**src/rtl/pixel_block_loader.sv**
```systemverilog
// Assembles a BLK_DIM x BLK_DIM block of raster-order pixels into one wide output word.
// Optional BLK_LOADER_DBUF_EN: a separate fill buffer so the next block fills while one is held.
module pixel_block_loader #(
  parameter int BLK_DIM = 15,
  parameter int PIX_W   = 8
) (
  input  logic                             clock,
  input  logic                             reset,
  input  logic [PIX_W-1:0]                 pix_in,
  input  logic                             pix_valid,
  input  logic                             pix_sof,
  output logic                             pix_ready,
  output logic [BLK_DIM*BLK_DIM*PIX_W-1:0] integer_array,
  output logic                             blk_valid,
  input  logic                             blk_ready,
  output logic                             sof_err
);
  localparam int TOT_W = BLK_DIM * BLK_DIM * PIX_W;
  localparam int CNT_W = (BLK_DIM > 1) ? $clog2(BLK_DIM) : 1;
  localparam int OFF_W = $clog2(TOT_W);
  localparam logic [CNT_W-1:0] LAST_IDX = CNT_W'(BLK_DIM - 1);

  logic [CNT_W-1:0] col, row, col_nxt, row_nxt;
  logic             beat, at_origin, restart, done;
  logic [OFF_W-1:0] wr_off;

  assign beat      = pix_valid && pix_ready;
  assign at_origin = (row == '0) && (col == '0);
  assign restart   = beat && pix_sof && !at_origin;
  assign done      = beat && !restart && (row == LAST_IDX) && (col == LAST_IDX);

  // a premature start-of-frame pixel lands at (0,0) regardless of the counters
  assign wr_off = restart ? '0
                : OFF_W'(row) * OFF_W'(BLK_DIM * PIX_W) + OFF_W'(col) * OFF_W'(PIX_W);

  always_comb begin
    col_nxt = col;
    row_nxt = row;
    if (restart) begin
      col_nxt = CNT_W'(1);
      row_nxt = '0;
    end else if (beat) begin
      if (col == LAST_IDX) begin
        col_nxt = '0;
        row_nxt = (row == LAST_IDX) ? '0 : row + 1'b1;
      end else begin
        col_nxt = col + 1'b1;
      end
    end
  end

  always_ff @(posedge clock or negedge reset) begin
    if (!reset) begin
      col     <= '0;
      row     <= '0;
      sof_err <= 1'b0;
    end else begin
      col     <= col_nxt;
      row     <= row_nxt;
      sof_err <= restart;
    end
  end

`ifdef BLK_LOADER_DBUF_EN
  logic [TOT_W-1:0] fill_buf;
  logic             fb_full, load;

  assign pix_ready = !fb_full;
  assign load      = fb_full && (!blk_valid || blk_ready);

  always_ff @(posedge clock or negedge reset) begin
    if (!reset) begin
      fill_buf      <= '0;
      fb_full       <= 1'b0;
      integer_array <= '0;
      blk_valid     <= 1'b0;
    end else begin
      if (beat) fill_buf[wr_off +: PIX_W] <= pix_in;
      // done needs pix_ready, load needs fb_full: never both in one cycle
      if (done)      fb_full <= 1'b1;
      else if (load) fb_full <= 1'b0;
      if (load) begin
        integer_array <= fill_buf;
        blk_valid     <= 1'b1;
      end else if (blk_ready) begin
        blk_valid <= 1'b0;
      end
    end
  end
`else
  assign pix_ready = !blk_valid;

  always_ff @(posedge clock or negedge reset) begin
    if (!reset) begin
      integer_array <= '0;
      blk_valid     <= 1'b0;
    end else begin
      if (beat) integer_array[wr_off +: PIX_W] <= pix_in;
      if (done)           blk_valid <= 1'b1;
      else if (blk_ready) blk_valid <= 1'b0;
    end
  end
`endif

endmodule

```
**config.mk**
```make
export PLATFORM = sky130hd
export DESIGN_NAME = pixel_block_loader
export DESIGN_NICKNAME = d
export VERILOG_FILES = /design/src/rtl/pixel_block_loader.sv
export SDC_FILE = /design/constraint.sdc
export NUM_CORES = 2
export LEC_CHECK = 0
export CAP_MARGIN = 10
export CORE_AREA = 2 2 703 705
export CTS_CLUSTER_SIZE = 40
export DETAILED_ROUTE_END_ITERATION = 6
export DIE_AREA = 0 0 705 707
export PLACE_DENSITY_LB_ADDON = 0.25
export REMOVE_ABC_BUFFERS = 1
export SYNTH_ARGS = -nofsm -noshare
export SYNTH_HDL_FRONTEND = slang
export SYNTH_SLANG_ARGS = --single-unit
export TNS_END_PERCENT = 50
```
**constraint.sdc**
```tcl
create_clock -name clock -period 7.7 [get_ports clock]
set_clock_uncertainty 0.15 [all_clocks]
set_input_delay 1.54 -clock clock [delete_from_list [all_inputs] [get_ports clock]]
set_output_delay 1.54 -clock clock [all_outputs]
set_load 0.03 [all_outputs]
```
==> flow_summary.ini <==
[worst_setup_path]
path_cells = fa_1, inv_1, fa_1, fa_1, inv_1, ha_1, a21oi_1, and3_1, o221a_2, and4_1, xor2_1, nand2_1, buf_4, nor2_1, mux2_2
crit_path_top_delay_cell = xor2_1
crit_top_cell = fa_1
critPathMaxFanout = 8
endpoint_kind = flop
r2r_setup_slack_ps = 640
path_class = flop to flop
crit_path_max_incr_delay_ps = 980
startpoint_type = flop
required_ps = 8300
crit_arrival_ps = 7660

[placement]
gp_congestion = 0.842
placed_area_sq_mm = 0.0990
dpl_worst_slack_ps = 661
placed_cells = 13900
port_buffers = 1815
hpwlAfterDp_um = 337000

[final_layout]
drive_gt1_frac = 0.234
seq_area_sq_mm = 0.0453
area_growth_pct = 49.4
design_area_sq_mm = 0.107
multiInputGateArea_sq_mm = 0.0251
layout.cells.non_filler = 14300
fillers = 52600
final_net_count = 7649

[die]
fp.dieW_um = 705
rows = 258
die_h_um = 707
initial_utilization = 0.146
io_pins = 1816
coreArea_sq_mm = 0.492
die_area_sq_mm = 0.498

[clock_tree]
cts.repair.resized = 0
clk_latency_ps = 880
cts_buffers = 226
root_buffer = clkbuf_16
clk_pin_slew_worst_paths_ps = 60
clk_path_buf_depth = 4
cts_sinks = 1810
hold_buffers = 0
cts.htree.levels = 4
cts_tree = built
post-cts-setup-buffers = 0

[outcome]
status = finished, final reports clean

[power]
ir_drop_mv = 0.189
p_per_area_mw_per_mm2 = 252
power.leakage_nw = 45.9

[grt]
antenna_found_initial = 47
track_usage = 0.169
grt_pass1_wl_um = 572000
grt_pass1_vias = 58000
grt_max_degree = 161
gr-total-overflow = 0

[logic_synthesis]
syn_area_sq_mm = 0.0716
synthCells = 5681
async_flop_share = 1.00
syn_avg_cell_area_sq_um = 12.6
synthFlopType = dfrtp_1
ys_seq_elements = 1810
synth_edf_count = 0
seq_area_frac_synth = 0.633
synth_cell_types = 76
yosysWarnings = 0

[sta]
setup_ws_ps = 638
fin_crit_ps = 7060
relSlewSlack = 0.153
fmax_mhz = 142
slew_viol_final = 0
rsz0062_at_grt = no
setup_violations = 0
tightest_slew_ps = 1270
holdWs_ps = 320
hold_viol = 0
period_share = 0.917

[drt]
vias = 55900
wirelength_um = 438000
viasPerCell = 3.90
dr.pass1.iters = 6
drt_iter0_drc = 3376
drc = 0
routedWlPerCell_um = 30.5
detail-route-antenna-nets = 0

[run]
drv_cap = 0

[min_path]
hp-class = flop to flop
worst max-delay path: cells and delay by family, from the launching register on:
kind,cells,cell delay (ps)
adders and majority gates,4,2060
and+or+nand+nor,4,1790
xor gates and xnor gates,1,980
AOI/OAI and AO/OA,2,590
DFF,1,470
buffers and inverters,3,420
muxes,1,420
state kept, by name (all words and copies together), names as in the netlist:
name,cells
integer_array,1800
row,4
col,4
sof_err,1
blk_valid,1
path summary, 6_finish.rpt:
check / from / endpoint / depth (start not counted)
min: integer_array[28]$_DFFE_PN0P_ / integer_array[28]$_DFFE_PN0P_ / 2
min reg2reg: integer_array[28]$_DFFE_PN0P_ / integer_array[28]$_DFFE_PN0P_ / 2
min in group asynchronous: reset / integer_array[816]$_DFFE_PN0P_ / 1
max in group asynchronous: reset / integer_array[6]$_DFFE_PN0P_ / 3
max reg2reg: row[0]$_DFFE_PN0P_ / integer_array[32]$_DFFE_PN0P_ / 15
max: row[0]$_DFFE_PN0P_ / integer_array[32]$_DFFE_PN0P_ / 15
cell usage in the layout (no fill, tap or decap), drive strengths merged, types with 19 or more instances in the layout:
master         count
clkdlybuf4s50   1804
nand3            178
and3              31
o41ai             51
diode             30
or3               20
and2              19
o211ai            23
nand2            883
nor3              80
clkinv            47
ha                23
mux2            1064
clkbuf           341
o31ai            208
bufinv            22
o21ai            572
inv               34
nor2             164
dfrtp           1810
buf              255
cell type report:
class / count / area share
sequential: 1810 / 0.424
multi-input combinational: 3478 / 0.235
timing repair buffer: 2066 / 0.190
tap: 6500 / 0.0761
clock buffer: 334 / 0.0620
clock inverter: 81 / 0.0113
inverter: 25 / 0.000878
antenna: 30 / 0.000702
synthesized netlist by cell type (6+ instances only):
library cell | count | area (sq um)
a21oi_1 | 17 | 85.1
a22o_1 | 10 | 87.6
and2_0 | 6 | 37.5
and2_1 | 13 | 81.3
and3_1 | 31 | 194
buf_1 | 9 | 33.8
buf_2 | 35 | 175
clkbuf_1 | 317 | 1190
dfrtp_1 | 1810 | 45300
fa_1 | 6 | 120
ha_1 | 23 | 288
inv_1 | 24 | 90.1
mux2_2 | 1047 | 11800
mux2_4 | 16 | 240
mux2i_1 | 11 | 110
nand2_1 | 883 | 3310
nand2b_1 | 8 | 50.1
nand3_1 | 178 | 891
nand4_1 | 18 | 113
nor2_1 | 152 | 571
nor2_2 | 12 | 75.1
nor3_1 | 56 | 280
nor3_2 | 13 | 130
nor3_4 | 11 | 179
o211ai_1 | 22 | 165
o21ai_0 | 545 | 2730
o21ai_1 | 27 | 135
o31ai_1 | 207 | 1550
o41ai_1 | 51 | 447
or2_2 | 10 | 62.6
or3_1 | 20 | 125
routing by layer:
| metal | track usage | up-vias | share of wire |
|---|---|---|---|
| li1 | - | 23900 | - |
| met1 | 0.193 | 29300 | 0.39 |
| met2 | 0.300 | 2097 | 0.50 |
| met3 | 0.0456 | 520 | 0.067 |
| met4 | 0.0650 | 0 | 0.044 |
| met5 | 0 | - | 0 |
per-stage QoR:
| stage | setup TNS [ps] | util | total power, mW |
|---|---|---|---|
| final | 0 | 0.217 | 26.9 |
| after global routing | 0 | 0.217 | 28.0 |
| after CTS | 0 | 0.217 | 27.5 |
| after detailed placement | 0 | 0.201 | 16.0 |
| after global placement | -288 | 0.201 | 16.0 |
| after floorplan | -298510 | - | 12.3 |
logic make-up after synthesis:
group / synth area share
flops: 0.633
simple gates: 0.0892
mux: 0.170
compound gates: 0.0782
buf+inv: 0.0217
fa+ha+maj: 0.00570
xor+xnor: 0.00219
report_power, final:
part           switching (mW)  leakage [nW]  internal (mW)  total (mW)
clock                    4.55          3.85           6.71        11.3
sequential              0.251          25.2           9.89        10.1
combinational            4.13          16.9           1.37        5.50
total                    8.94          45.9           18.0        26.9
Power figures use the tool's default switching activity.
